**src/rtl/misaligned_access_sequencer_pkg.sv**
```systemverilog
// Shared encodings and defaults for the misaligned access sequencer.
// Access sizes, data-memory window defaults and FSM state codes.
package misaligned_access_sequencer_pkg;

    localparam logic [1:0] SIZE_BYTE   = 2'b00;
    localparam logic [1:0] SIZE_HALF   = 2'b01;
    localparam logic [1:0] SIZE_WORD   = 2'b10;
    localparam logic [1:0] SIZE_DOUBLE = 2'b11;

    localparam logic [31:0] DATA_BEGIN_DEF = 32'h0001_0000;
    localparam logic [31:0] DATA_END_DEF   = 32'h0001_1FFF;

    localparam logic [2:0] ST_IDLE = 3'd0;
    localparam logic [2:0] ST_LO   = 3'd1;
    localparam logic [2:0] ST_HI   = 3'd2;
    localparam logic [2:0] ST_DONE = 3'd3;
    localparam logic [2:0] ST_RESP = 3'd4;

    function automatic logic [3:0] size_nbytes(input logic [1:0] size);
        return 4'd1 << size;
    endfunction

endpackage

```
**src/rtl/misaligned_access_sequencer_load_data_aligner.sv**
```systemverilog
// Combinational load-data aligner: shifts the two-word load buffer down to
// the access offset, truncates to the access size and sign/zero-extends.
module misaligned_access_sequencer_load_data_aligner
    import misaligned_access_sequencer_pkg::*;
(
    input  logic [127:0] i_data,
    input  logic [2:0]   i_off,
    input  logic [1:0]   i_size,
    input  logic         i_signed,
    output logic [63:0]  o_rdata
);

    logic [63:0] w_low;

    assign w_low = 64'(i_data >> {i_off, 3'b000});

    always_comb begin
        o_rdata = w_low;
        case (i_size)
            SIZE_BYTE:   o_rdata = {{56{i_signed & w_low[7]}},  w_low[7:0]};
            SIZE_HALF:   o_rdata = {{48{i_signed & w_low[15]}}, w_low[15:0]};
            SIZE_WORD:   o_rdata = {{32{i_signed & w_low[31]}}, w_low[31:0]};
            default:     o_rdata = w_low;
        endcase
    end

endmodule

```
**src/rtl/misaligned_access_sequencer.sv**
```systemverilog
// Load/store sequencer in front of the 64-bit data RAM; splits accesses that
// cross an 8-byte boundary into two aligned RAM cycles and merges the result.
module misaligned_access_sequencer
    import misaligned_access_sequencer_pkg::*;
#(
    parameter logic [31:0] DATA_BEGIN = DATA_BEGIN_DEF,
    parameter logic [31:0] DATA_END   = DATA_END_DEF
) (
    input  logic        clk,
    input  logic        reset_n,
    input  logic        req_valid,
    output logic        req_ready,
    input  logic        req_read,
    input  logic        req_write,
    input  logic [1:0]  req_size,
    input  logic        req_signed,
    input  logic [31:0] req_address,
    input  logic [63:0] req_wdata,
    output logic        resp_valid,
    output logic [63:0] resp_rdata,
    output logic        resp_fault,
    output logic [28:0] mem_address,
    output logic [7:0]  mem_byte_mask,
    output logic        mem_read_en,
    output logic        mem_write_en,
    output logic [63:0] mem_wdata,
    input  logic [63:0] mem_rdata
);

    logic [2:0]  r_state;
    logic [31:0] r_addr;
    logic [1:0]  r_size;
    logic        r_signed;
    logic [63:0] r_wdata;
    logic        r_read;
    logic        r_fault;
    logic [63:0] r_buf_lo;
    logic [63:0] r_buf_hi;

    logic [3:0]   w_req_nbytes;
    logic [32:0]  w_req_last;
    logic         w_req_fault;
    logic [2:0]   w_off;
    logic [3:0]   w_nbytes;
    logic         w_cross;
    logic [15:0]  w_mask16;
    logic [63:0]  w_wtrunc;
    logic [127:0] w_wdata128;
    logic [28:0]  w_word_lo;
    logic [28:0]  w_word_hi;
    logic [63:0]  w_aligned;

    // Range check in 33 bits so an address near 2^32 cannot wrap past DATA_END.
    assign w_req_nbytes = size_nbytes(req_size);
    assign w_req_last   = {1'b0, req_address} + 33'(w_req_nbytes) - 33'd1;
    assign w_req_fault  = (req_address < DATA_BEGIN) ||
                          (w_req_last > {1'b0, DATA_END}) ||
                          (req_read == req_write);

    assign w_off      = r_addr[2:0];
    assign w_nbytes   = size_nbytes(r_size);
    assign w_cross    = ({1'b0, w_off} + w_nbytes) > 4'd8;
    assign w_mask16   = ((16'd1 << w_nbytes) - 16'd1) << w_off;
    assign w_word_lo  = r_addr[31:3];
    assign w_word_hi  = w_word_lo + 29'd1;
    assign w_wdata128 = {64'd0, w_wtrunc} << {w_off, 3'b000};

    always_comb begin
        w_wtrunc = r_wdata;
        case (r_size)
            SIZE_BYTE: w_wtrunc = {56'd0, r_wdata[7:0]};
            SIZE_HALF: w_wtrunc = {48'd0, r_wdata[15:0]};
            SIZE_WORD: w_wtrunc = {32'd0, r_wdata[31:0]};
            default:   w_wtrunc = r_wdata;
        endcase
    end

    misaligned_access_sequencer_load_data_aligner u_aligner (
        .i_data   ({r_buf_hi, r_buf_lo}),
        .i_off    (w_off),
        .i_size   (r_size),
        .i_signed (r_signed),
        .o_rdata  (w_aligned)
    );

    always_comb begin
        mem_address   = '0;
        mem_byte_mask = '0;
        mem_read_en   = 1'b0;
        mem_write_en  = 1'b0;
        mem_wdata     = '0;
        case (r_state)
            ST_LO: begin
                mem_address   = w_word_lo;
                mem_byte_mask = w_mask16[7:0];
                mem_read_en   = r_read;
                mem_write_en  = !r_read;
                mem_wdata     = w_wdata128[63:0];
            end
            ST_HI: begin
                mem_address   = w_word_hi;
                mem_byte_mask = w_mask16[15:8];
                mem_read_en   = r_read;
                mem_write_en  = !r_read;
                mem_wdata     = w_wdata128[127:64];
            end
            default: ;
        endcase
    end

    assign req_ready  = (r_state == ST_IDLE);
    assign resp_valid = (r_state == ST_RESP);
    assign resp_fault = resp_valid && r_fault;
    assign resp_rdata = (resp_valid && r_read && !r_fault) ? w_aligned : 64'd0;

    always_ff @(posedge clk) begin
        if (!reset_n) begin
            r_state  <= ST_IDLE;
            r_addr   <= '0;
            r_size   <= '0;
            r_signed <= 1'b0;
            r_wdata  <= '0;
            r_read   <= 1'b0;
            r_fault  <= 1'b0;
            r_buf_lo <= '0;
            r_buf_hi <= '0;
        end else begin
            case (r_state)
                ST_IDLE: begin
                    if (req_valid) begin
                        r_addr   <= req_address;
                        r_size   <= req_size;
                        r_signed <= req_signed;
                        r_wdata  <= req_wdata;
                        r_read   <= req_read;
                        r_fault  <= w_req_fault;
                        r_state  <= w_req_fault ? ST_RESP : ST_LO;
                    end
                end
                ST_LO: begin
                    if (w_cross)     r_state <= ST_HI;
                    else if (r_read) r_state <= ST_DONE;
                    else             r_state <= ST_RESP;
                end
                ST_HI: begin
                    // The LO read returns while HI is on the bus.
                    if (r_read) r_buf_lo <= mem_rdata;
                    r_state <= r_read ? ST_DONE : ST_RESP;
                end
                ST_DONE: begin
                    if (w_cross) r_buf_hi <= mem_rdata;
                    else         r_buf_lo <= mem_rdata;
                    r_state <= ST_RESP;
                end
                default: r_state <= ST_IDLE;
            endcase
        end
    end

endmodule

```
**config.mk**
```make
export PLATFORM = sky130hd
export DESIGN_NAME = misaligned_access_sequencer
export DESIGN_NICKNAME = d
export VERILOG_FILES = /design/src/rtl/misaligned_access_sequencer_pkg.sv /design/src/rtl/misaligned_access_sequencer_load_data_aligner.sv /design/src/rtl/misaligned_access_sequencer.sv
export SDC_FILE = /design/constraint.sdc
export NUM_CORES = 1
export LEC_CHECK = 0
export CELL_PAD_IN_SITES_DETAIL_PLACEMENT = 0
export CELL_PAD_IN_SITES_GLOBAL_PLACEMENT = 2
export CORE_MARGIN = 5
export CORE_UTILIZATION = 30
export DETAILED_ROUTE_END_ITERATION = 8
export PLACE_DENSITY_LB_ADDON = 0.12
export RECOVER_POWER = 100
export SETUP_SLACK_MARGIN = 0.4
export SYNTH_ARGS = -nofsm -noshare
export SYNTH_HDL_FRONTEND = slang
export SYNTH_SLANG_ARGS = --single-unit
export TNS_END_PERCENT = 10
```
**constraint.sdc**
```tcl
create_clock -name clk -period 4.3 [get_ports clk]
set_clock_uncertainty 0.05 [all_clocks]
set_input_delay 0.86 -clock clk [delete_from_list [all_inputs] [get_ports clk]]
set_output_delay 0.86 -clock clk [all_outputs]
set_load 0.005 [all_outputs]
```
Yosys cells after proc, flatten, opt, wreduce, memory -nomap -nowiden --
Cells that the tools add are included.
Word-level totals: bits in registers 232, input port bits 168, logic and storage cells 66
Cells by class: add/subtract/negate cells 5, magnitude comparators 3, eq/ne operators 10, shift operators 6, mux-type cells 16, bitwise operators 3, reduce and logical (&&, ||, !) cells 14
Operators by type and width (number):
- $pmux W64 S3 | 2
- $pmux W64 S2 | 2
- $mux W64 | 3
- $shl A64 B6 Y128 | 1
- $shr A128 B6 Y64 | 1
- $pmux W29 S2 | 1
- $add A32 B4 Y33 | 1
- $gt A33 B17 Y1 const B | 1
- $sub A33 B1 Y33 const B | 1
- $lt A32 B17 Y1 const B | 1
- $add A29 B1 Y29 const B | 1
- $pmux W8 S2 | 1
- $shl A1 B4 Y16 const A | 1
- $shl A16 B3 Y16 | 1
- $sub A16 B1 Y16 const B | 1
- $mux W3 | 4
- $pmux W3 S4 | 1
- $shl A1 B2 Y4 const A | 2
- $eq A3 B2 Y1 const B | 2
- $ne A2 B2 Y1 const B | 3
- $add A3 B4 Y4 | 1
- $gt A4 B4 Y1 const B | 1
- $reduce_and A2 Y1 | 2
- $and A1 B1 Y1 | 3
- 14 further kinds | 19

Longest topological paths before layout --
Gate-level depths: netlist (run 1).
depth in word-level cells 9, mapped depth 14, depth with buffers taken out 14

Modules after synthesis --
A second synthesis (run 1) with hierarchy kept.
Unflattened totals: cell total of the unflattened synthesis 2390, area total of the unflattened synthesis 18544.0 um2
Modules (own cells, without submodules):
- misaligned_access_sequencer | instances 1, cells an instance 2091, area an instance 15026.9 um2
- misaligned_access_sequencer_load_data_aligner | instances 1, cells an instance 299, area an instance 3517.1 um2

Worst setup path after synthesis (run 1) --
No wires, ideal clock.
path kind in2reg, from in req_size[1], to reg r_state[2], data arrival time 3720 ps, path slack 415 ps, stages on the path 14, cell sequence nand2b_1 > ha_1 > inv_1 > ha_1 > fa_1 > a211oi_1 > o21ai_1 > a211oi_1 > a21boi_0 > or3_1 > a2111oi_2 > o2111a_1 > nand2_1 > a31o_1
Between the ends: longest elaborated chain between the ends 9
RTL lines:
- start: declaration | RTL line misaligned_access_sequencer.sv:15 | input logic [1:0] req_size,
- $shl A1 B2 Y4 | RTL line misaligned_access_sequencer_pkg.sv:20 | return 4'd1 << size;
- $add A32 B4 Y33 | RTL line misaligned_access_sequencer.sv:55 | assign w_req_last = {1'b0, req_address} + 33'(w_req_nbytes) - 33'd1;
- $sub A33 B1 Y33 | RTL line misaligned_access_sequencer.sv:55
- $gt A33 B17 Y1 | RTL line misaligned_access_sequencer.sv:57 | (w_req_last > {1'b0, DATA_END}) ||
- $logic_or A1 B1 Y1 | RTL line misaligned_access_sequencer.sv:56 | assign w_req_fault = (req_address < DATA_BEGIN) ||
- $logic_or A1 B1 Y1 | RTL line misaligned_access_sequencer.sv:57
- $mux W3 | RTL line misaligned_access_sequencer.sv:137 | r_state <= w_req_fault ? ST_RESP : ST_LO;
- $mux W3 | RTL line misaligned_access_sequencer.sv:130 | if (req_valid) begin
- $pmux W3 S4 | RTL line misaligned_access_sequencer.sv:128 | case (r_state)
- end signal: assignment | RTL line misaligned_access_sequencer.sv:137
- end signal: assignment | RTL line misaligned_access_sequencer.sv:148 | r_state <= r_read ? ST_DONE : ST_RESP;
- end: declaration | RTL line misaligned_access_sequencer.sv:30 | logic [2:0] r_state;
Every way passes these cells. The select of a mux whose other input is x is not followed. A chain may end at the register's enable or synchronous reset.

Final worst setup path (run 1) --
from reg r_state[1], to out mem_wdata[17]
Between the ends: longest elaborated chain between the ends 2
RTL lines:
- $eq A3 B2 Y1 or $eq A3 B1 Y1 (tied branches) | RTL line misaligned_access_sequencer.sv:92 | case (r_state)
- $pmux W64 S2 * | RTL line misaligned_access_sequencer.sv:92
- end: declaration | RTL line misaligned_access_sequencer.sv:26 | output logic [63:0] mem_wdata,
Mark *: on every way between the ends. The rest lies on a longest branch, timed or not.

==> summary.md, run 1 <==
| Metric | Value |
|---|---|
| Met1 Use GR | `0.372` |
| Tot GR Track Use | `0.241` |
| Avg Inst Size Synth | `7.27 sq um` |
| Worst Hold Class | `flip-flop to flip-flop` |
| Starting Density | `0.302` |
| Setup crit end kind | `primary output` |
| Routing usage on met2 | `0.350` |
| Placed cells | `3,447` |
| Post-route DRC | `0` |
| Worst EP required | `3390 ps` |
| Synth top area share | `0.253` |
| Clock latency on the worst-skew pair | `580 ps` |
| Final Critical Period | `4080 ps` |
| Synth area leaders | `dfxtp_1 (25%), nand2_1 (15%), a21boi_0 (9.5%), mux2i_1 (7.8%), o21ai_0 (4.4%)` |
| Multi-input logic area | `roughly 13,000 sq um` |
| Seq/Total Area, Yosys | `0.253` |
| Setup CP Type | `flip-flop to primary output` |
| Tcrit/Tclk final | `0.950` |
| Num rows | `89` |
| Final ANT Viol Nets | `0` |
| # setup viols final | `0` |
| Largest net degree at the start of global routing | `79` |
| GPL Wtd Cong | `0.895` |
| Dpl hpwl | `61.2 mm` |
| Layout net count | `2,953` |
| Crit path DAT | `between 3000 and 4000 ps` |
| Global-route wire length before repair | `119 mm` |
| CTS tree | `yes` |
| Worst-path clk slew | `approximately 60 ps` |
| Post-synthesis cell area | `about 18,000 sq um` |
| Worst Hold End | `r_buf_lo[14]$_SDFFE_PN0P_` |
| Non-filler cells, final | `3,534` |
| Clock buffer depth | `3` |
| Vias | `18.9k` |
| M3 GR Usage | `0.0368` |
| Port buffer count | `between 300 and 400` |
| Clock root buffer | `clkbuf_16` |
| Synth top cells by count | `nand2_1 (697), dfxtp_1 (224), a21boi_0 (223)` |
| Syn Nets | `~2.7k` |
| YS warnings | `0` |
| Worst R2R Start | `r_size[1]$_SDFFE_PN0P_` |
| Leakage | `approximately 8.5 nW` |
| Vias/cell | `5.35` |
| Status | `complete, no violations` |
| H-tree depth | `1` |
| Post-route cell area | `23,800 sq um` |
| Slew headroom | `0.0680` |
| RSZ-0062 raised after global routing | `yes` |
| Fillers | `6,093` |
| Worst-case vdd ir drop | `292 uV` |
| TNS Setup | `0 ps` |
| Seq cells post-synth | `224` |
| DRT Wirelength | `between 80 and 90 mm` |
| Post-synth ARST share | `0` |
| Post-synth EDFFs | `0` |
| Iteration-0 DRC count of the detailed router | `1,314` |
| Most frequent cell after synthesis | `nand2_1` |
| Synth cell types | `76` |
| PD cells | `around 250 nW/um^2` |
| Vias in the first global route | `17.9k` |
| Slew Viols, Final | `0` |
| CTS Hold Buffers Added | `0` |
| Fmax | `245 MHz` |
| R2R depth | `12` |
| Number of CTS-inserted buffers | `30` |
| Reg-to-reg endpoint | `r_buf_hi[19]$_SDFFE_PN0P_` |
| Area leader, netlist | `dfxtp_1` |
| Cell Area, Placed | `22,100 sq um` |
| Worst-Margin Slew | `1400 ps` |
| Crit path launch type | `flip-flop` |
| Synth-to-layout area growth | `34.5%` |
| Top Usage Layer GRT | `met1` |
| Fin. Hold Viols | `0` |
| Die H | `approximately 250 microns` |
| Final Core Density | `0.405` |
| Initial antenna violation count | `4` |
| CP max FO | `16` |
| Max-Cap Viols | `0` |
| Core Box Area | `58,700 sq um` |
| Die width | `253 microns` |
| Clock sink total | `224` |
| Total area of sequential cells | `4520 sq um` |
| Share of cells above drive strength 1 | `0.130` |
| Ys flop type | `dfxtp_1` |
| Grt ovf | `0` |
| Hold-critical path depth | `2` |
| Synth Instances | `2,435` |
| Io pins | `between 300 and 400` |
| Initial DRT Pass Iterations | `5` |
| Total die area | `approximately 64,000 sq um` |
| Routed wire per std cell | `23.5 microns` |
| Hold_sp | `r_buf_lo[14]$_SDFFE_PN0P_` |
| R2r setup slk | `470 ps` |
==> metal layers <==
metal  vias to the layer above  wire length, microns
li1                       9106                     -
met1                      9096                 40600
met2                       623                 35000
met3                        82                  5210
met4                         0                  2130
met5                         -                     0
==> state kept, by name (all words and copies together), names as in the netlist <==
register  cells
r_buf_lo     64
r_wdata      64
r_buf_hi     56
r_addr       32
r_state       3
r_size        2
r_fault       1
r_read        1
r_signed      1
==> logic make-up (layout without fill, tap and decap cells) <==
| kind of cell | count (synthesis) | count (layout) | share of synthesized area |
|---|---|---|---|
| mux | 235 | 235 | 0.161 |
| compound gates | 700 | 700 | 0.260 |
| fa+ha+maj | 53 | 53 | 0.0382 |
| buf+inv | 253 | 574 | 0.0561 |
| other cells | 0 | 5 | 0 |
| simple gates | 955 | 955 | 0.223 |
| flops | 224 | 224 | 0.253 |
| xor+xnor | 15 | 15 | 0.00742 |
==> how the worst max path moves through the flow <==
stage,from,endpoint,slack (ps),cells after the start
after global placement,req_size[1],r_state[2]$_SDFFE_PN0P_,-430,15
after CTS,r_addr[1]$_SDFFE_PN0P_,resp_rdata[56],150,11
after global routing,r_addr[1]$_SDFFE_PN0P_,mem_wdata[33],100,8
after floorplan,req_size[1],r_state[2]$_SDFFE_PN0P_,410,14
after detailed placement,req_size[0],r_state[2]$_SDFFE_PN0P_,-430,15
final,r_state[1]$_SDFFE_PN0P_,mem_wdata[17],220,6
==> layout by cell type (no fill, tap or decap), drive strengths merged, types with 17 or more instances in the layout <==
| cell type | synthesis | routed |
|---|---|---|
| a21boi | 224 | 224 |
| a21oi | 155 | 155 |
| a22oi | 25 | 25 |
| and3 | 25 | 25 |
| buf | 49 | 104 |
| clkbuf | 136 | 61 |
| clkdlybuf4s50 | 0 | 303 |
| dfxtp | 224 | 224 |
| ha | 50 | 50 |
| inv | 67 | 69 |
| mux2 | 63 | 63 |
| mux2i | 138 | 138 |
| mux4 | 34 | 34 |
| nand2 | 697 | 697 |
| nand3 | 29 | 29 |
| nor2 | 110 | 110 |
| nor3 | 17 | 17 |
| o21ai | 160 | 160 |
| o221ai | 20 | 20 |
==> layout make-up <==
cell class,instances,share of cell area
timing repair buffer,451,0.190
sequential,224,0.190
clock inverter,9,0.00337
inverter,68,0.0108
multi-input combinational,1958,0.527
tap,773,0.0407
antenna,5,0.000526
clock buffer,46,0.0379
==> what timing repair did <==
action,in CTS,in global routing
pin swaps,9,21
gates resized for setup,71,83
setup buffers,8,13
hold endpoints to repair,0,0
endpoints found under the setup margin,149,144
cloned,1,5
==> worst max-delay path: stages, from the launching register on <==
cell,delay [ps]
dfxtp_1,490
nand2_1,190
nor2_2,210
nand2_2,260
clkbuf_2,370
o21ai_0,470
clkdlybuf4s50_1,610
==> where the power goes <==
| part | total [mW] | switching (mW) | leakage, nW | internal [mW] |
|---|---|---|---|---|
| Clock | 2.52 | 1.03 | 0.485 | 1.49 |
| Sequential | 2.22 | 0.0892 | 1.83 | 2.13 |
| Combinational | 1.09 | 0.594 | 6.15 | 0.498 |
| Total | 5.83 | 1.71 | 8.46 | 4.12 |
==> metrics by stage <==
stage | total power [mW] | hold slack, ps | setup slack, ps
final | 5.83 | 416 | 217
after global routing | 6.08 | 451 | 98.0
after CTS | 5.85 | 420 | 150
after detailed placement | 3.29 | 412 | -427
after global placement | 3.29 | 400 | -433
after floorplan | 2.84 | 390 | 415
No activity file was read; power rests on OpenSTA's default activity.
==> inputs of run 2 (changes only) <==
PLACE_DENSITY = 0.86   (was not set)
PLACE_DENSITY_LB_ADDON = not set   (was 0.12)
==> summary.md, run 2 (synthesis results as in run 1) <==
| Metric | Value |
|---|---|
| Clock buffer depth | `3` |
| Slew headroom | `-0.139` |
| Crit path DAT | `3210 ps` |
| Io pins | `338` |
| Clock sink total | `roughly 220` |
| Grt ovf | `0` |
| Vias | `19.2k` |
| CP max FO | `35` |
| Global-route wire length before repair | `116 mm` |
| Number of CTS-inserted buffers | `30` |
| Largest net degree at the start of global routing | `91` |
| Cell Area, Placed | `~22,000 sq um` |
| H-tree depth | `1` |
| Top Usage Layer GRT | `met2` |
| Num rows | `89` |
| Synth-to-layout area growth | `34.7%` |
| Total area of sequential cells | `4500 sq um` |
| Setup crit end kind | `primary output` |
| Post-route DRC | `0` |
| Final Critical Period | `4120 ps` |
| Commonest non-fill, non-tap cell in the layout | `nand2_1` |
| Leakage | `8.69 nW` |
| RSZ-0062 raised after global routing | `yes` |
| Fin. Hold Viols | `0` |
| Worst-Margin Slew | `1710 ps` |
| Final Core Density | `0.406` |
| Iteration-0 DRC count of the detailed router | `1,463` |
| Dpl hpwl | `between 50 and 60 mm` |
| Vias in the first global route | `18.4k` |
| Hold_sp | `r_buf_lo[11]$_SDFFE_PN0P_` |
| Worst-path clk slew | `60 ps` |
| Worst-case vdd ir drop | `~320 uV` |
| Setup crit start | `r_addr[0]$_SDFFE_PN0P_` |
| Setup CP Type | `flip-flop to primary output` |
| M3 GR Usage | `0.0534` |
| TNS Setup | `0 ps` |
| Total die area | `63,900 sq um` |
| Final ANT Viol Nets | `0` |
| Fmax | `243 MHz` |
| Met1 Use GR | `0.329` |
| Placed cells | `roughly 3.5k` |
| CTS tree | `yes` |
| Slew Viols, Final | `78` |
| PnR worst setup slack | `182 ps` |
| Core Box Area | `about 60,000 sq um` |
| Crit path launch type | `flip-flop` |
| Fillers | `6,070` |
| DRT Wirelength | `79.0 mm` |
| Worst EP required | `3390 ps` |
| GPL Wtd Cong | `0.940` |
| Worst Hold Class | `flip-flop to flip-flop` |
| Worst R2R Start | `r_size[1]$_SDFFE_PN0P_` |
| Post-route cell area | `23,800 sq um` |
| Violated checks | `capacitance limit, slew limit` |
| Non-filler cells, final | `around 3.5k` |
| Clock latency on the worst-skew pair | `a little under 600 ps` |
| # setup viols final | `0` |
| Max-Cap Viols | `1` |
| Die H | `253 microns` |
| Vias/cell | `5.43` |
| Tot GR Track Use | `0.232` |
| Pre-CTS setup slack | `-370 ps` |
| Initial DRT Pass Iterations | `6` |
| CTS Hold Buffers Added | `0` |
| Initial antenna violation count | `14` |
| Share of cells above drive strength 1 | `0.129` |
| Status | `complete, but fails checks` |
| Routed wire per std cell | `22.3 microns` |
| Layout net count | `between 2k and 3k` |
| Tcrit/Tclk final | `0.958` |
| Starting Density | `0.302` |
| Most frequent cells in the layout | `nand2_1 (695), clkdlybuf4s50_1 (243), a21boi_0 (221), dfxtp_1 (216), o21ai_0 (145)` |
| Routing usage on met2 | `0.353` |
| PD cells | `253 nW/um^2` |
| Top Registers | `r_buf_lo x64, r_wdata x64, r_buf_hi x56` |
| Clock root buffer | `clkbuf_16` |
| Die width | `253 microns` |
| Port buffer count | `roughly 340` |
| Multi-input logic area | `about 13,000 sq um` |
run 2: critical path: stages, from the launching register on:
cell,delay [ps]
dfxtp_4,440
buf_6,300
mux2_2,370
a22oi_1,240
o21ai_0,160
a21oi_1,270
o21ai_0,190
dlygate4sd3_1,630
run 2: worst paths after layout:
| kind | to | slack [ps] | cells after the start |
|---|---|---|---|
| worst max-delay path | mem_wdata[50] | 180 | 7 |
| worst min-delay path | r_buf_lo[11]$_SDFFE_PN0P_ | 420 | 2 |
| worst max register to register | r_buf_hi[44]$_SDFFE_PN0P_ | 400 | 13 |
| worst min register to register | r_buf_lo[11]$_SDFFE_PN0P_ | 420 | 2 |
run 2: report_power, final:
part           internal (mW)  switching, mW
Sequential              2.13         0.0872
Combinational          0.497          0.595
Clock                   1.69           1.03
Total                   4.32           1.71
run 2: metrics by stage:
step | power [mW] | hold slack, ps
4_1_cts | 6.07 | 415
6_report | 6.03 | 415
3_3_place_gp | 3.29 | 402
3_5_place_dp | 3.29 | 407
2_1_floorplan | 2.84 | 390
5_1_grt | 6.26 | 443
run 2: layer usage:
layer | vias up | part of all wire
met5 | - | 0.00063
met4 | 8 | 0.029
met3 | 120 | 0.076
met2 | 722 | 0.44
met1 | 9255 | 0.46
li1 | 9133 | -
run 2: cell type report:
type / count / area share
inverter: 68 / 0.0107
clock inverter: 16 / 0.00903
antenna: 10 / 0.00105
timing repair buffer: 455 / 0.188
tap: 773 / 0.0406
sequential: 224 / 0.189
clock buffer: 37 / 0.0356
multi-input combinational: 1958 / 0.526
run 2: repair_timing:
item,in CTS,in global routing
endpoints found under the setup margin,162,160
pin swaps,12,11
endpoints found under the hold margin,0,0
setup buffers,16,6
resized for setup,76,54
gates cloned,2,1
==> inputs of run 3 (changes only) <==
CORE_UTILIZATION = 35   (was 30)
DONT_BUFFER_PORTS = 1   (was not set)
PLACE_DENSITY = 0.82   (was 0.86)
==> summary.md, run 3 (synthesis results as in run 1) <==
| Metric | Value |
|---|---|
| Fin. Hold Viols | `0` |
| Vias in the first global route | `between 15k and 20k` |
| Dpl hpwl | `54.6 mm` |
| Synth-to-layout area growth | `11.1%` |
| R2r setup slk | `430 ps` |
| Crit path buf inv count | `3` |
| Hold_sp | `req_address[4]` |
| Slowest cell on crit path | `dfxtp_4` |
| Status | `complete, but fails checks` |
| Initial antenna violation count | `5` |
| Violated checks | `capacitance limit, slew limit` |
| RSZ-0062 raised after global routing | `yes` |
| Final Core Density | `0.392` |
| CTS Hold Buffers Added | `0` |
| Total area of sequential cells | `4500 sq um` |
| PnR worst setup slack | `307 ps` |
| Worst-case vdd ir drop | `371 uV` |
| Die width | `approximately 230 microns` |
| Total die area | `55,200 sq um` |
| Final Critical Period | `between 3000 and 4000 ps` |
| Worst Hold End | `r_addr[4]$_SDFFE_PN0P_` |
| Top Registers | `r_buf_lo x64, r_wdata x64, r_buf_hi x56` |
| Post-route DRC | `0` |
| Vias/cell | `5.77` |
| Max-Cap Viols | `1` |
| Crit path DAT | `between 3000 and 4000 ps` |
| Crit-path leading delay family | `buffers and inverters` |
| Worst path cell trace | `mux2i_1 > mux2i_1 > nand2_1 > o21ai_0 > nand3_2 > inv_1 > a31oi_2 > clkbuf_2 > a21oi_1 > buf_4` |
| H-tree depth | `1` |
| Clock latency on the worst-skew pair | `590 ps` |
| Port buffer count | `0` |
| Fmax | `250 MHz` |
| Multi-input logic area | `between 10,000 and 15,000 sq um` |
| Starting Density | `0.353` |
| Crit path launch type | `flip-flop` |
| Commonest non-fill, non-tap cell in the layout | `nand2_1` |
| Slew headroom | `-0.413` |
| Worst Hold Class | `input pin to flip-flop` |
| Most frequent cells in the layout | `nand2_1 (694), a21boi_0 (223), dfxtp_1 (219), o21ai_0 (155), a21oi_1 (153)` |
| PD cells | `289 nW/um^2` |
| Global-route wire length before repair | `110 mm` |
| CP most frequent cell | `mux2i_1` |
| TNS Setup | `0 ps` |
| Clock sink total | `about 220` |
| CP max FO | `16` |
| Reg-to-reg endpoint | `r_buf_lo[34]$_SDFFE_PN0P_` |
| Number of CTS-inserted buffers | `30` |
| Pre-CTS setup slack | `just under 50 ps` |
| Share of cells above drive strength 1 | `0.111` |
| Largest net degree at the start of global routing | `224` |
| Worst-path clk slew | `60 ps` |
| CP Depth | `10` |
| Io pins | `338` |
| CP peak stage delay | `between 400 and 500 ps` |
| Worst-Margin Slew | `2120 ps` |
| Num rows | `82` |
| GPL Wtd Cong | `between 0.9 and 1` |
| Tcrit/Tclk final | `0.929` |
| Tot GR Track Use | `0.252` |
| Layout net count | `2,588` |
| Fillers | `5,323` |
| Routed wire per std cell | `24.2 microns` |
| CTS tree | `yes` |
| Die H | `235 microns` |
| Slew Viols, Final | `101` |
| R2R depth | `11` |
| Hold-critical path depth | `2` |
| Final ANT Viol Nets | `0` |
| Vias | `between 15k and 20k` |
| DRT Wirelength | `74.3 mm` |
| Clock root buffer | `clkbuf_16` |
| Iteration-0 DRC count of the detailed router | `between 1k and 1.5k` |
| Worst R2R Start | `r_addr[1]$_SDFFE_PN0P_` |
| # setup viols final | `0` |
| Grt ovf | `0` |
| Initial DRT Pass Iterations | `6` |
| Clock buffer depth | `3` |
| Setup CP Type | `flip-flop to primary output` |
| Leakage | `6.83 nW` |
| Setup crit end kind | `primary output` |
| Worst EP required | `3390 ps` |
| Core Box Area | `around 50,000 sq um` |
[run 3: cell types whose count changed in the layout (fill, tap and decap cells not counted), sizes merged]
cell and change:
bufbuf -1, dlymetal6s2s -7, clkinv -3, clkinvlp +1, diode -6, buf -49, clkdlybuf4s50 -243, bufinv -1
dlygate4sd2 -2, dlygate4sd3 -78, clkdlybuf4s15 -3, clkbuf +18, inv +1
[run 3: how the worst max path moves through the flow]
stage | start | end | slack, ps
after floorplan | req_size[1] | r_state[2]$_SDFFE_PN0P_ | 410
after global placement | req_size[1] | r_state[2]$_SDFFE_PN0P_ | 20
after detailed placement | req_size[1] | r_state[2]$_SDFFE_PN0P_ | 50
after CTS | r_addr[1]$_SDFFE_PN0P_ | mem_wdata[17] | 250
after global routing | r_addr[5]$_SDFFE_PN0P_ | mem_address[25] | 150
final | r_addr[1]$_SDFFE_PN0P_ | resp_rdata[18] | 310
[run 3: power breakdown]
part,leakage [nW],internal (mW),switching (mW)
registers,1.82,2.13,0.0867
clock network,0.519,1.65,1.04
logic,4.49,0.296,0.472
total,6.83,4.08,1.60
[run 3: repair_timing]
action                                  in CTS  in global routing
pin swaps                                    3                  3
setup buffers                                4                  2
gates cloned                                 1                  0
gates resized for setup                     16                 25
endpoints found under the setup margin      68                 93
[run 3: through the flow]
stage                     std cells  instance area [sq um]  hold slack (ps)  total power, mW
after detailed placement       3001                  18500              406             3.01
after CTS                      3061                  19700              325             5.74
after floorplan                2435                  17700              390             2.84
after global placement         3001                  18500              399             3.01
after global routing           3065                  19600              343             5.89
final                          3067                  19700              356             5.68
[run 3: cell type report]
class / count / area share
multi-input cells: 1958 / 0.625
well taps: 672 / 0.0428
clock inverters: 14 / 0.00930
diodes: 4 / 0.000509
inverters: 68 / 0.0130
clock buffers: 41 / 0.0444
repair buffers: 86 / 0.0361
flip-flops and latches: 224 / 0.229
[run 3: layer usage]
layer / vias up / track usage / share of wire
met5: - / 0 / 0.00046
met4: 4 / 0.0444 / 0.018
met3: 73 / 0.0657 / 0.085
met2: 652 / 0.378 / 0.43
met1: 8590 / 0.370 / 0.47
li1: 8367 / - / -
